### config.mk
export PLATFORM = sky130hd
export DESIGN_NAME = idct_block_sched
export DESIGN_NICKNAME = d
export VERILOG_FILES = /design/src/rtl/idct_block_sched.sv
export SDC_FILE = /design/constraint.sdc
export NUM_CORES = 1
export LEC_CHECK = 0
export ABC_CLOCK_PERIOD_IN_PS = 2200
export BUFFER_PORTS_ARGS = -buffer_cell sky130_fd_sc_hd__clkbuf_2
export CAP_MARGIN = 20
export CORE_ASPECT_RATIO = 1.2
export CORE_MARGIN = 2
export CORE_UTILIZATION = 30
export DETAILED_ROUTE_END_ITERATION = 10
export HOLD_SLACK_MARGIN = 0.05
export PLACE_DENSITY = 0.6
export SKIP_CTS_REPAIR_TIMING = 1
export SLEW_MARGIN = 20
export SYNTH_ARGS = -nofsm -noshare
export SYNTH_HDL_FRONTEND = slang
export SYNTH_SLANG_ARGS = --single-unit
### constraint.sdc
create_clock -name clk -period 2.2 [get_ports clk]
set_input_delay 0.11 -clock clk [delete_from_list [all_inputs] [get_ports clk]]
set_output_delay 0.11 -clock clk [all_outputs]
set_load 0.005 [all_outputs]
### src/rtl/idct_block_sched.sv
// ============================================================================
// idct_block_sched
//
// Block-level scheduler in front of the row/column IDCT pipeline. It takes
// 8x8 coefficient blocks from upstream and starts the IDCT core. It feeds the
// core BLK_LEN contiguous coefficients per block and holds the per-block mode
// flag stable. It frames the core's pixel output into BLK_LEN-pixel blocks and
// caps the number of blocks that have been fed but not yet fully output.
//
// States:
//   state   | meaning
//   --------+----------------------------------------------------------------
//   S_IDLE  | waiting for upstream valid and a free in-flight slot
//   S_ARM   | one-cycle active-low start pulse to the core
//   S_FEED  | BLK_LEN beats to the core, one per cycle, in_ready high
//   S_DRAIN | waiting for the core's first-pixel pulse for this block
//
// Parameters:
//   DW            coefficient width
//   BLK_LEN       samples per block
//   MAX_INFLIGHT  blocks fed but not yet fully output (1..3)
//
// Ports:
//   clk             clock, all logic on posedge
//   rst_b           synchronous reset, active-high (1 = reset)
//   in_data         upstream coefficient
//   in_mode         upstream mode flag, sampled on beat 0 of a block
//   in_valid        upstream beat valid
//   in_ready        scheduler accepts beat (high only while feeding)
//   idct_start_b    active-low start/reset to the core (0 holds core idle)
//   idct_data       registered coefficient to the core
//   idct_mode       per-block mode flag to the core
//   idct_out_start  core first-pixel pulse
//   idct_pix        core pixel
//   pix_data        framed pixel
//   pix_valid       pixel valid
//   pix_last        last pixel of a block
//   blk_done        one-cycle pulse together with pix_last
//   err_gap         sticky: upstream gap inside a block
//   busy            blocks in flight or FSM not idle
//
// Optional feature (macro IDCT_SCHED_PERF_EN):
//   perf_blocks     completed-block counter, wraps
//   perf_stall      cycles with in_valid=1 and in_ready=0, saturates
// ============================================================================
module idct_block_sched #(
    parameter int DW           = 16,
    parameter int BLK_LEN      = 64,
    parameter int MAX_INFLIGHT = 2
) (
    input  logic          clk,
    input  logic          rst_b,
    input  logic [DW-1:0] in_data,
    input  logic          in_mode,
    input  logic          in_valid,
    output logic          in_ready,
    output logic          idct_start_b,
    output logic [DW-1:0] idct_data,
    output logic          idct_mode,
    input  logic          idct_out_start,
    input  logic [7:0]    idct_pix,
    output logic [7:0]    pix_data,
    output logic          pix_valid,
    output logic          pix_last,
    output logic          blk_done,
    output logic          err_gap,
`ifdef IDCT_SCHED_PERF_EN
    output logic [15:0]   perf_blocks,
    output logic [15:0]   perf_stall,
`endif
    output logic          busy
);

    localparam int CW = $clog2(BLK_LEN);
    localparam int IW = 2;
    localparam logic [CW-1:0] LAST_IDX = CW'(BLK_LEN - 1);
    localparam logic [IW-1:0] MAX_IF   = IW'(MAX_INFLIGHT);

    typedef enum logic [1:0] {
        S_IDLE  = 2'd0,
        S_ARM   = 2'd1,
        S_FEED  = 2'd2,
        S_DRAIN = 2'd3
    } state_t;

    state_t state_q, state_d;

    logic [CW-1:0] in_cnt_q, in_cnt_d;
    logic          core_en_q, core_en_d;
    logic          start_seen_q, start_seen_d;
    logic [DW-1:0] idct_data_q, idct_data_d;
    logic          idct_mode_q, idct_mode_d;
    logic          err_gap_q, err_gap_d;
    logic [IW-1:0] inflight_q, inflight_d;

    logic          out_active_q, out_active_d;
    logic [CW-1:0] pix_cnt_q, pix_cnt_d;
    logic [7:0]    pix_data_q, pix_data_d;
    logic          pix_valid_q, pix_valid_d;
    logic          pix_last_q, pix_last_d;
    logic          blk_done_q, blk_done_d;

    logic feeding;
    logic feed_last;
    logic done_evt;
    logic lost_evt;
    logic if_dec;
    logic arm_ok;
    logic arm_go;

    assign feeding   = (state_q == S_FEED);
    assign feed_last = feeding && (in_cnt_q == LAST_IDX);

    // A start pulse while a block is being framed restarts the count, so the
    // interrupted block never completes. It is released from the in-flight
    // count at that point, otherwise its slot would leak forever.
    assign done_evt = out_active_q && !idct_out_start && (pix_cnt_q == LAST_IDX);
    assign lost_evt = out_active_q && idct_out_start && (inflight_q != '0);
    assign if_dec   = done_evt || lost_evt;

    // A slot being freed on this very edge counts as free, so ARM and
    // blk_done may coincide and leave the count unchanged.
    assign arm_ok = (inflight_q < MAX_IF) || if_dec;
    assign arm_go = (state_q == S_IDLE) && in_valid && arm_ok;

    // ------------------------------------------------------------------
    // FSM: state register
    // ------------------------------------------------------------------
    always_ff @(posedge clk) begin
        if (rst_b) begin
            state_q <= S_IDLE;
        end else begin
            state_q <= state_d;
        end
    end

    // ------------------------------------------------------------------
    // FSM: next state
    // ------------------------------------------------------------------
    always_comb begin
        state_d = state_q;
        case (state_q)
            S_IDLE:  if (arm_go) state_d = S_ARM;
            S_ARM:   state_d = S_FEED;
            S_FEED:  if (feed_last) state_d = S_DRAIN;
            // The core may raise its first-pixel pulse before the last beat
            // has been handed over; start_seen_q remembers that case.
            S_DRAIN: if (idct_out_start || start_seen_q) state_d = S_IDLE;
            default: state_d = S_IDLE;
        endcase
    end

    // ------------------------------------------------------------------
    // FSM: outputs
    // ------------------------------------------------------------------
    always_comb begin
        in_ready     = 1'b0;
        idct_start_b = 1'b0;
        busy         = (inflight_q != '0) || (state_q != S_IDLE);
        case (state_q)
            // After reset the core stays held until the first block arms.
            // Between blocks it must keep running so its pipeline can emit.
            S_IDLE:  idct_start_b = core_en_q;
            S_ARM:   idct_start_b = 1'b0;
            S_FEED: begin
                in_ready     = 1'b1;
                idct_start_b = 1'b1;
            end
            S_DRAIN: idct_start_b = 1'b1;
            default: idct_start_b = 1'b0;
        endcase
    end

    // ------------------------------------------------------------------
    // Feed datapath, in-flight count, output framing
    // ------------------------------------------------------------------
    always_comb begin
        in_cnt_d     = feeding ? (in_cnt_q + 1'b1) : '0;
        core_en_d    = core_en_q | (state_q == S_ARM);

        start_seen_d = 1'b0;
        if (feeding) begin
            start_seen_d = start_seen_q | idct_out_start;
        end else if (state_q == S_DRAIN) begin
            start_seen_d = start_seen_q;
        end

        // Missing beats go to the core as zero so the block stays aligned.
        idct_data_d = '0;
        if (feeding && in_valid) begin
            idct_data_d = in_data;
        end

        idct_mode_d = idct_mode_q;
        if (feeding && (in_cnt_q == '0)) begin
            idct_mode_d = in_mode;
        end

        err_gap_d = err_gap_q | (feeding && !in_valid);

        inflight_d = inflight_q;
        if (arm_go && !if_dec) begin
            inflight_d = inflight_q + 1'b1;
        end else if (!arm_go && if_dec) begin
            inflight_d = inflight_q - 1'b1;
        end

        out_active_d = out_active_q;
        pix_cnt_d    = pix_cnt_q;
        pix_data_d   = pix_data_q;
        pix_valid_d  = 1'b0;
        pix_last_d   = 1'b0;
        blk_done_d   = 1'b0;
        if (idct_out_start) begin
            // The start cycle carries no pixel; pixel 0 follows it.
            out_active_d = 1'b1;
            pix_cnt_d    = '0;
        end else if (out_active_q) begin
            pix_data_d  = idct_pix;
            pix_valid_d = 1'b1;
            pix_cnt_d   = pix_cnt_q + 1'b1;
            if (pix_cnt_q == LAST_IDX) begin
                pix_last_d   = 1'b1;
                blk_done_d   = 1'b1;
                out_active_d = 1'b0;
            end
        end
    end

    always_ff @(posedge clk) begin
        if (rst_b) begin
            in_cnt_q     <= '0;
            core_en_q    <= 1'b0;
            start_seen_q <= 1'b0;
            idct_data_q  <= '0;
            idct_mode_q  <= 1'b0;
            err_gap_q    <= 1'b0;
            inflight_q   <= '0;
            out_active_q <= 1'b0;
            pix_cnt_q    <= '0;
            pix_data_q   <= '0;
            pix_valid_q  <= 1'b0;
            pix_last_q   <= 1'b0;
            blk_done_q   <= 1'b0;
        end else begin
            in_cnt_q     <= in_cnt_d;
            core_en_q    <= core_en_d;
            start_seen_q <= start_seen_d;
            idct_data_q  <= idct_data_d;
            idct_mode_q  <= idct_mode_d;
            err_gap_q    <= err_gap_d;
            inflight_q   <= inflight_d;
            out_active_q <= out_active_d;
            pix_cnt_q    <= pix_cnt_d;
            pix_data_q   <= pix_data_d;
            pix_valid_q  <= pix_valid_d;
            pix_last_q   <= pix_last_d;
            blk_done_q   <= blk_done_d;
        end
    end

    // A completed block always corresponds to one that was fed.
    always_ff @(posedge clk) begin
        if (!rst_b) begin
            assert (!(done_evt && (inflight_q == '0)));
        end
    end

    assign idct_data = idct_data_q;
    assign idct_mode = idct_mode_q;
    assign err_gap   = err_gap_q;
    assign pix_data  = pix_data_q;
    assign pix_valid = pix_valid_q;
    assign pix_last  = pix_last_q;
    assign blk_done  = blk_done_q;

`ifdef IDCT_SCHED_PERF_EN
    logic [15:0] perf_blocks_q, perf_blocks_d;
    logic [15:0] perf_stall_q, perf_stall_d;

    always_comb begin
        perf_blocks_d = perf_blocks_q;
        if (done_evt) begin
            perf_blocks_d = perf_blocks_q + 16'd1;
        end
        perf_stall_d = perf_stall_q;
        if (in_valid && !in_ready && (perf_stall_q != 16'hFFFF)) begin
            perf_stall_d = perf_stall_q + 16'd1;
        end
    end

    always_ff @(posedge clk) begin
        if (rst_b) begin
            perf_blocks_q <= '0;
            perf_stall_q  <= '0;
        end else begin
            perf_blocks_q <= perf_blocks_d;
            perf_stall_q  <= perf_stall_d;
        end
    end

    assign perf_blocks = perf_blocks_q;
    assign perf_stall  = perf_stall_q;
`endif

endmodule

Word-level counts from Yosys, hierarchy flattened
Cells that the tools add are included.
- register bits: 47
- latch bits: 0
- bits in writable memories: 0
- memory bits (read-only): 0
- input port bits: 29
- output and inout bits: 32
- word-level logic and storage cells: 81
- memories: 0
- $add $sub $neg: 4
- $mul: 0
- div/mod/pow operators: 0
- $lt $le $gt $ge: 1
- equal/unequal tests: 9
- shifts and indexed selects: 0
- multiplexer cells: 15
- bitwise logic cells: 7
- reduce and logical (&&, ||, !) cells: 32
- operator list (kind ; number):
    6-bit by 1-bit adder with 6-bit output, second input constant ; 2
    6-bit == test, second input constant ; 2
    1-bit logical AND ; 12
    2-bit 2-to-1 mux ; 5
    1-bit 2-to-1 mux ; 8
    2-bit case mux with 4 select lines ; 1
    2-bit OR reduction ; 4
    6-bit logical NOT ; 1
    2-bit != test, second input constant ; 3
    2-bit nonzero test ; 3
    2-bit == test, second input constant ; 2
    1-bit logical NOT ; 4
    1-bit logical OR ; 4
    1-bit NOT ; 4
    1-bit bitwise OR ; 3
    1-bit case mux with 3 select lines ; 1
    3-bit AND reduction ; 1
    3-bit OR reduction ; 1
    2-bit by 1-bit adder with 2-bit output, second input constant ; 1
    2-bit by 1-bit == test with 1-bit output, second input constant ; 1
    2-bit logical NOT ; 1
    2-bit less-than comparator, second input constant ; 1
    2-bit by 1-bit != test with 1-bit output, second input constant ; 1
    2-bit AND reduction ; 1
    2-bit by 1-bit subtractor with 2-bit output, second input constant ; 1

Longest topological paths before layout
Gate-level depths: netlist (run 1).
- depth after elaboration: 10
- gate-level depth with buffers: 8
- gate-level depth less buffers: 8

Worst setup path before layout (run 1)
Ideal clock, no wire load.
- path kind: register to register
- start point: register pix_cnt_q[0]
- end point: register inflight_q[1]
- arrival time: 1.719 ns
- required time: 2.130 ns
- setup slack: 0.412 ns
- cell stages (with the launch flop): 8
- buffers on the path: 0
- clock period less this slack: 1.788 ns
- path through: dfxtp_1 ha_1 nand3_1 o211ai_1 and2_1 ha_1 or3_1 a21oi_1
- word-level cells in the longest chain between the ends: 8
- elaborated cells between the ends (all ways): 11
- classes of those cells: eq/ne (1); mux (1); reduce/logical (9)
- RTL lines (what ; line ; RTL):
    start: declaration ; 97 ; logic [CW-1:0] pix_cnt_q, pix_cnt_d;
    start signal: assignment ; 254 ; pix_cnt_q <= pix_cnt_d;
    6-bit == test (*) ; 117 ; assign done_evt = out_active_q && !idct_out_start && (pix_cnt_q == LAST_IDX);
    1-bit logical AND (*) ; 117 ;
    1-bit logical OR (*) ; 119 ; assign if_dec = done_evt || lost_evt;
    1-bit logical OR ; 123 ; assign arm_ok = (inflight_q < MAX_IF) || if_dec;
    1-bit logical AND ; 124 ; assign arm_go = (state_q == S_IDLE) && in_valid && arm_ok;
    1-bit logical NOT ; 204 ; end else if (!arm_go && if_dec) begin
    1-bit logical AND ; 204 ;
    2-bit nonzero test (no source line) ; n/a ;
    end signal: assignment ; 252 ; inflight_q <= inflight_d;
    end: declaration ; 94 ; logic [IW-1:0] inflight_q, inflight_d;
Mark *: on every way between the ends. The rest lies on a longest branch, timed or not.
A chain may end at the register's enable or synchronous reset.

Worst setup path in the final report (run 1)
Ends and elaborated chain as after synthesis.

==> results.md, run 1 <==
* Status: complete, no violations
* Syn_area_per_cell at between 9 and 10 um^2
* DRT iter0 DRCs at 28
* CTS tree: yes
* # diodes at 0
* Clk buf depth at 2
* Worst Path Required at between 2 and 2.5 ns
* #FFs+latches synth at 47
* Period utilization at 0.8923
* Final setup fails at 0
* Site Rows at 31
* FMAX at approximately 0.5 GHz
* Setup Skew at 0.004425 ns
* Max Cap Viol at 0
* Total wire length at 3670 um
* Post-DP HPWL at about 2500 um
* Count of final max-slew check failures at 0
* Overflow after GRT at 0
* I/O Buffers at 60
* Final hold vios at 0
* Via density at about 4.2
* Clock sink total at 47
* Die ar. at 0.006772 mm^2
* Initial DRT Pass Iterations at 4
* Synth async-reset ratio at 0
* CP Launch Type: register
* Yosys top cell area share at 0.5119
* Int Power at 1.603 mW
* Core box area at 0.005973 mm^2
* Sw frac at 0.2682
* Drt wl/cell at between 10 and 15 um
* Ys flop type: dfxtp_1
* IO Count at a little over 60
* Clock Power Share at 0.339
* Total number of vias at ~1,500
* Final Wtd Congestion at 0.7501
* Slew @ Worst Pin at around 0.45 ns
* Cells after synthesis at between 150 and 200
* RSZ-0062 raised after global routing: no
* CTS Buf Count at 5
* Antenna-violating nets left at 0
* Critical Path AT at 2.19 ns
* Layout cell share with drive strength beyond 1 at 0.2830
* Synth top area cells: dfxtp_1, ha_1, and2_1
* Htree depth at 2
* CTS root buf: clkbuf_8
* Place WS at 0.2736 ns
* Setup TNS at 0 ns
* Slack of the critical path at about 0.24 ns
* Worst IR Drop VDD at around 0.54 mV
* Final Net Count at slightly above 300
* Synthesis-to-layout area growth at 36.42%
* R2R depth at 7
* Worst-path clk slew at roughly 0.08 ns
* Hold crit path type: in -> reg
* Register area share after synthesis at 0.5119
* DIE HEIGHT at about 90 um
* Register share of total power at 0.441
* Hold Path Stages at 3
* Clk_lat worst skew at approximately 0.30 ns
* Comb power frac at 0.220
* Largest net degree at the start of global routing at 19
* Tot GR Track Use at 0.1080
* Minimum clock period at just under 2 ns
* Post-synth EDFFs at 0
* Kind of critical path: reg -> reg
* Initial Util at 0.3077
* Die X-Extent at 75.46 um
* Cell leakage power at roughly 1.1 nW
* Top cell type by total area after synthesis: dfxtp_1
* Post-route DRC at 0
* Yosys cell types at 36
* Vias in the first global route at 1,378
* Mapped cell area at ~0.0018 mm^2
* First-pass GRT wire length at 5830 um
* Initial antenna violation count at 0
* Ys Warns at 0
* Syn_nets at 225
* Sw power at 0.5873 mW
* Worst-path fanout max at 5
* Slew Limit Headroom at 0.6964
* PD cells at between 800 and 900 mW/mm^2
* Setup crit end kind: register
## worst max-delay path, cell delays in order, from the launching register on
cell and delay, ns:
dfxtp_1 0.37, ha_1 0.20, nand3_1 0.19, o211ai_1 0.22, and2_1 0.15, ha_1 0.25
or3_1 0.38, a21oi_1 0.14
## flip-flops by register name, summed over array words and instances (netlist names)
register and count:
idct_data 16, pix_data 8, in_cnt_q 6, pix_cnt_q 6
inflight_q 2, state_q 2, blk_done 1, core_en_q 1
err_gap 1, idct_mode 1, out_active_q 1, pix_valid 1
start_seen_q 1
## logic make-up after synthesis
logic type / count (synthesis) / share of synthesized area
AOI/OAI and AO/OA: 20 / 0.07351
xor gates and xnor gates: 9 / 0.04289
adders and majority gates: 10 / 0.06807
buffers and inverters: 16 / 0.04424
DFF: 47 / 0.5119
muxes: 10 / 0.05446
and+or+nand+nor: 74 / 0.2049
## stage by stage
| stage | std cells | instance area (um^2) | power [mW] | hold slack (ns) | utilization |
|---|---|---|---|---|---|
| floorplan | 186 | 1838 | 1.309 | 0.2317 | - |
| global placement | 322 | 2201 | 1.436 | 0.3099 | 0.3685 |
| detailed placement | 322 | 2201 | 1.451 | 0.3111 | 0.3685 |
| CTS | 330 | 2337 | 2.194 | -0.005364 | 0.3913 |
| global route | 347 | 2507 | 2.319 | 0.05251 | 0.4198 |
| finish | 347 | 2507 | 2.190 | 0.04826 | 0.4198 |
## cell type report
type,instances,area [um^2]
fill,594,3466
sequential,47,940.9
multi-input combinational,123,815.8
timing repair buffer,78,478.0
tap,82,102.6
clock buffer,5,68.82
clock inverter,3,67.56
inverter,9,33.78
## power by group through the flow
stage | combinational, mW | sequential (mW) | clock [mW]
2_1_floorplan | 0.332 | 0.977 | 0
3_3_place_gp | 0.454 | 0.982 | 0
3_5_place_dp | 0.466 | 0.985 | 0
4_1_cts | 0.467 | 0.966 | 0.761
5_1_grt | 0.546 | 0.975 | 0.797
6_report | 0.482 | 0.967 | 0.742
## layout by cell type (no fill, tap or decap), types with 2 or more instances in the layout
cell type	instances
a211oi_1	2
a21oi_1	7
and2_1	17
bufinv_16	2
clkbuf_2	60
clkbuf_8	5
dfxtp_1	47
dlygate4sd3_1	17
ha_1	10
inv_1	8
mux2i_1	10
nand2_1	8
nand3_1	5
nand4_1	3
nor2_1	27
nor3_1	2
o211ai_1	2
o21ai_0	5
or3_1	3
xnor2_1	2
xor2_1	7
## final timing paths
| path | from | end | slack [ns] |
|---|---|---|---|
| max | pix_cnt_q[0] | inflight_q[1] | 0.24 |
| min | idct_pix[0] | pix_data[0] | 0.05 |
| max reg2reg | pix_cnt_q[0] | inflight_q[1] | 0.24 |
| min reg2reg | core_en_q | core_en_q | 0.47 |
## cell usage after synthesis (all sizes together), types with 2 or more instances
cell    number
nand4        3
nand2        9
a21oi        7
nor3         2
o211ai       2
nor2        29
nand3        5
a211oi       3
mux2i       10
or3          3
ha          10
o21ai        5
dfxtp       47
and2        17
xor2         7
inv          9
xnor2        2
buf          6
## layer usage
layer	global-route usage	wire (um)	vias to the layer above
met3	0.03812	234	8
met5	0	0	-
li1	-	-	768
met4	0.04094	78	0
met1	0.1276	1532	650
met2	0.1754	1825	44
Note: power is estimated with default switching activity, not from simulation.
==> run 2: changes to the inputs <==
- ABC_CLOCK_PERIOD_IN_PS: 2200 -> 2100
- CORE_UTILIZATION: 30 -> 49
- PLACE_DENSITY: 0.6 -> 0.86
- SETUP_SLACK_MARGIN: default -> 0.1
- clock period: 2.2 -> 2.1 ns (I/O delays scaled with it)
==> run 2 against run 1 <==
Clock skew decreased by 0.0017 ns. Total power increased by 4.9%. Hold slack got worse by 0.0034 ns. Critical path type unchanged. Sequential share of layout area increased by 0.47 points. Critical endpoint unchanged. Flip-flop and latch count unchanged. Largest power group unchanged.
==> results.md, run 2 (same netlist as run 1, synthesis figures left out) <==
* Status: complete, no violations
* Worst path slowest cell: dfxtp_1
* Core box area at approximately 0.0036 mm^2
* Clock Power Share at 0.335
* # diodes at 0
* Clock sink total at 47
* Synthesis-to-layout area growth at 34.92%
* Antenna-violating nets left at 0
* Initial Util at 0.5101
* Die ar. at roughly 0.0043 mm^2
* Critical Path AT at 2.10 ns
* Crit-path max cell delay at approximately 0.40 ns
* Worst IR Drop VDD at roughly 0.82 mV
* Post-DP HPWL at between 2000 and 3000 um
* Final setup fails at 0
* DIE HEIGHT at about 70 um
* Total wire length at between 4000 and 5000 um
* Hold Path Sink: pix_data[1]
* IO Count at between 60 and 70
* CTS root buf: clkbuf_8
* Layout Cells excl Fill at roughly 300
* Tot GR Track Use at 0.1773
* Final Net Count at around 300
* Most common cell after layout, fill and taps aside: clkbuf_2
* Count of final max-slew check failures at 0
* Hold Path Stages at 3
* Setup TNS at 0 ns
* Setup crit end kind: register
* Worst R2R End: inflight_q[1]
* CP cell instances: ha_4 -> nand3_4 -> nor2_1 -> o211ai_1 -> ha_1 -> or3_1 -> a21oi_1
* Clk_lat worst skew at approximately 0.3 ns
* Max Cap Viol at 0
* Drt wl/cell at roughly 14 um
* Final hold vios at 0
* R2R depth at 7
* Vias in the first global route at ~1,400
* Hold_sp: idct_pix[1]
* Reg2reg setup slack at ~0.23 ns
* Hold crit path type: in -> reg
* Worst Path Required at between 2 and 2.5 ns
* Total number of vias at between 1,500 and 2,000
* I/O Buffers at 60
* Cell leakage power at 1.116 nW
* Largest register FFs at 16
* CTS Buf Count at 5
* Period utilization at 0.8924
* RSZ-0062 raised after global routing: no
* Setup Skew at approximately 0.0027 ns
* First-pass GRT wire length at ~5700 um
* Most frequent cells in the layout: clkbuf_2, dfxtp_1, nor2_1
* Via density at a little over 5
* Layout cell share with drive strength beyond 1 at 0.2943
* Minimum clock period at ~1.9 ns
* Initial DRT Pass Iterations at 4
* Slew Limit Headroom at 0.6619
* Int Power at roughly 1.7 mW
* Worst-path clk slew at roughly 0.08 ns
* Initial antenna violation count at 0
* Worst-path fanout max at 5
* Critical R2R Launch: pix_cnt_q[1]
* Kind of critical path: reg -> reg
* Clk buf depth at 2
* Sw frac at 0.2688
* Site Rows at 24
* Register share of total power at 0.441
* Largest net degree at the start of global routing at 19
* Final Wtd Congestion at just under 0.8
* DRT iter0 DRCs at 23
* PD cells at 926.1 mW/mm^2
* Comb power frac at 0.223
* Post-route DRC at 0
* CTS tree: yes
* Overflow after GRT at 0
* CP Launch Type: register
* Die X-Extent at ~60 um
* Sw power at 0.6174 mW
* Placed Cells at between 200 and 300
* Htree depth at 2
* Slew @ Worst Pin at 0.5067 ns
* FMAX at ~0.53 GHz
run 2: cell counts in the layout (fill, tap and decap cells not counted):
No cell type changed its count.
run 2: worst max-delay path by stage:
stage                      start       endpoint  slack [ns]
floorplan           pix_cnt_q[0]  inflight_q[1]        0.31
global placement    pix_cnt_q[0]  inflight_q[1]        0.25
detailed placement  pix_cnt_q[0]  inflight_q[1]        0.12
CTS                 pix_cnt_q[0]  inflight_q[1]        0.06
global route        pix_cnt_q[1]  inflight_q[1]        0.10
finish              pix_cnt_q[1]  inflight_q[1]        0.23
run 2: layout make-up:
class	instances	area, um^2
fillers	267	1124
clock buffers	5	68.82
repair buffers	78	478.0
clock inverters	3	67.56
multi-input cells	123	840.8
well taps	39	48.80
inverters	9	33.78
flip-flops and latches	47	942.2
run 2: power by group through the flow:
stage	clock network [mW]	registers [mW]	logic, mW
floorplan	0	1.02	0.348
global placement	0	1.03	0.464
detailed placement	0	1.03	0.479
CTS	0.781	1.01	0.487
global route	0.815	1.02	0.587
finish	0.770	1.01	0.513
run 2: routing by layer:
layer,vias to the layer above,GRT usage,wire length (um)
li1,768,-,-
met1,703,0.1823,1549
met2,54,0.3237,2362
met3,12,0.06033,260
met4,0,0.05926,68
met5,-,0,0
run 2: worst max-delay path, delay by kind of cell (launching register included):
family / cells / cell delay, ns
adder cells (fa/ha/maj): 2 / 0.52
flip-flops: 1 / 0.40
AO/OA/AOI/OAI: 2 / 0.26
AND/OR/NAND/NOR: 3 / 0.61
run 2: stage by stage:
step | hold slack (ns) | cell area [um^2] | worst slack, ns | total power [mW] | util
4_1_cts | -0.01147 | 2283 | 0.05820 | 2.279 | 0.6337
6_report | 0.04483 | 2480 | 0.2260 | 2.297 | 0.6882
5_1_grt | 0.07045 | 2480 | 0.1015 | 2.424 | 0.6882
3_5_place_dp | 0.3061 | 2147 | 0.1159 | 1.511 | 0.5958
2_1_floorplan | 0.2267 | 1838 | 0.3115 | 1.372 | -
3_3_place_gp | 0.3038 | 2147 | 0.2455 | 1.493 | 0.5958
==> run 3: changes to the inputs <==
- ABC_AREA: default -> 1
- ABC_CLOCK_PERIOD_IN_PS: 2100 -> default
- SLEW_MARGIN: 20 -> 10
==> run 3 against run 2 <==
Total power down 3.0%. Sequential share of layout area decreased by 0.30 points. Cell count rose by 21%. Count of clock-buffer cells in the layout rose by 2. Clock skew rose by 0.0069 ns. Hold slack worse by 0.024 ns.
==> results.md, run 3 <==
* Hold_sp: idct_pix[7]
* CP top delay family: adder cells
* Vias in the first global route at 1,581
* Worst-path fanout max at 3
* Final instance area at 0.002506 mm^2
* Critical path depth at 10
* Most common cell after layout, fill and taps aside: clkbuf_2
* Minimum clock period at approximately 1.9 ns
* Initial antenna violation count at 0
* Global Route met3 Usage at 0.06318
* CP Launch Type: register
* Total wire length at 4582 um
* #FFs+latches synth at 47
* Via density at approximately 4.8
* Post-synth EDFFs at 0
* Site Rows at 24
* Top cell type by total area after synthesis: dfxtp_1
* Tot GR Track Use at 0.1925
* Clk buf depth at 2
* Critical Path AT at 2.04 ns
* Cell leakage power at ~1.2 nW
* Place WS at 0.2271 ns
* RSZ-0062 raised after global routing: no
* Clock sink total at 47
* CTS root buf: clkbuf_8
* Antenna-violating nets left at 0
* Die ar. at between 0.004 and 0.005 mm^2
* Yosys top cell area share at 0.5057
* Largest net degree at the start of global routing at 17
* Critical R2R Launch: pix_cnt_q[1]
* Worst Path Buf+Inv at 1
* Worst path slowest cell: dfxtp_1
* Syn_area_per_cell at ~8.1 um^2
* Setup Skew at about 0.0096 ns
* Count of final max-slew check failures at 0
* Final setup fails at 0
* Ys flop type: dfxtp_1
* Kind of critical path: reg -> reg
* Hold Path Sink: pix_data[7]
* Synth async-reset ratio at 0
* Worst R2R End: inflight_q[1]
* Clk_lat worst skew at approximately 0.3 ns
* Reg2reg setup slack at about 0.25 ns
* Ys Warns at 0
* Slew Limit Headroom at 0.6313
* Worst Path Required at 2.29 ns
* Slack of the critical path at about 0.25 ns
* Post-route DRC at 0
* Worst-path clk slew at approximately 0.09 ns
* Layout cell share with drive strength beyond 1 at 0.2571
* Critical path launch point: pix_cnt_q[1]
* Initial DRT Pass Iterations at 4
* FMAX at between 0.5 and 0.6 GHz
* Final hold vios at 0
* Post-DP HPWL at ~2900 um
* CTS tree: yes
* Worst IR Drop VDD at roughly 0.63 mV
* Overflow after GRT at 0
* Core box area at 0.003633 mm^2
* Synthesis-to-layout area growth at 34.70%
* Met1 Track Usage GR at 0.2232
* Placed Cells at between 300 and 400
* Synth top area cells: dfxtp_1, nor2_1, inv_1
* Placement-stage cell area at 0.002217 mm^2
* I/O Buffers at 60
* Layout Utilization at 0.6897
* Die X-Extent at roughly 60 um
* Max Cap Viol at 0
* Final Wtd Congestion at 0.7472
* Initial Util at 0.5121
* Total number of vias at about 1,700
* Busiest grt layer: met2
* Setup crit end kind: register
* Met2 Track Usage GR at 0.3140
* CTS Buf Count at 5
* Period utilization at 0.8824
* DRT iter0 DRCs at 36
* Most frequent cells in the layout: clkbuf_2, nor2_1, dfxtp_1
* Pwr Total at approximately 2.2 mW
* Final Net Count at around 350
* Crit-path max cell delay at about 0.36 ns
* Register area share after synthesis at 0.5057
* Status: complete, no violations
* R2R depth at 10
* Cells after synthesis at 230
* Hold slack at ~0.021 ns
* Largest register FFs at 16
* Syn_nets at ~270
* Hold Path Stages at 3
* Most frequent cell after synthesis: nor2_1
* IO Count at 61
* Multi-input logic area at around 750 um^2
* PD cells at approximately 890 mW/mm^2
* Layout Cells excl Fill at approximately 370
* Hold crit path type: in -> reg
* Slew @ Worst Pin at between 0.5 and 0.6 ns
* Htree depth at 2
* First-pass GRT wire length at between 6000 and 7000 um
* # diodes at 0
* Yosys cell types at 26
* DIE HEIGHT at slightly above 70 um
* Drt wl/cell at ~12 um
* Synth top cells by count: nor2_1, dfxtp_1, inv_1, nand2_1, o21ai_0
* # fillers at ~260
* Setup TNS at 0 ns
* CP cell instances: ha_1 -> inv_1 -> nor2_4 -> nand3_2 -> and2_2 -> ha_1 -> a21oi_1 -> o21ai_0 -> o21ai_0 -> a21oi_1
* Mapped cell area at roughly 0.0019 mm^2
* Sequential Area at roughly 940 um^2
run 3: changes by cell type after synthesis, sizes merged, moves of 3 or more:
cell and change:
a211oi -3, a21oi +7, and2 -16, buf -4, inv +31, mux2i -10, nand2 +12, nand3 +3
nor2 +30, o21ai +11, or3 -3, xor2 -6
run 3: worst max-delay path by stage:
stage / endpoint / slack (ns)
final: inflight_q[1] / 0.25
after global placement: inflight_q[1] / 0.33
after global routing: inflight_q[1] / 0.10
after CTS: inflight_q[1] / 0.23
after detailed placement: inflight_q[1] / 0.23
after floorplan: inflight_q[1] / 0.38
run 3: worst register-to-register path, stage by stage, from the launching register on:
cell and delay (ns):
dfxtp_1 0.36, ha_1 0.18, inv_1 0.07, nor2_4 0.11, nand3_2 0.09, and2_2 0.18, ha_1 0.31, a21oi_1 0.12
o21ai_0 0.11, o21ai_0 0.16, a21oi_1 0.05
run 3: cells by family (layout without fill, tap and decap cells):
kind of cell / Yosys count / in the layout / synth area share
and+or+nand+nor: 94 / 94 / 0.2266
DFF: 47 / 47 / 0.5057
buffers and inverters: 43 / 128 / 0.08944
AOI/OAI and AO/OA: 35 / 35 / 0.1063
adders and majority gates: 10 / 10 / 0.06725
xor gates and xnor gates: 1 / 1 / 0.004708
run 3: layout make-up:
type,count,area share
Sequential cell,47,0.3769
Multi-Input combinational cell,140,0.3005
Timing Repair Buffer,80,0.1987
Inverter,40,0.05991
Clock buffer,7,0.03445
Tap cell,52,0.02596
Clock inverter,1,0.003495
run 3: metal layers:
| layer | vias to the layer above | routed length, um | share of wire |
|---|---|---|---|
| li1 | 877 | - | - |
| met1 | 796 | 1671 | 0.36 |
| met2 | 57 | 2419 | 0.53 |
| met3 | 15 | 355 | 0.077 |
| met4 | 0 | 136 | 0.030 |
| met5 | - | 0 | 0 |
run 3: power by group:
part,internal (mW),switching (mW),total (mW)
combinational,0.274,0.339,0.614
clock,0.270,0.302,0.572
sequential,0.980,0.0619,1.04
total,1.52,0.704,2.23
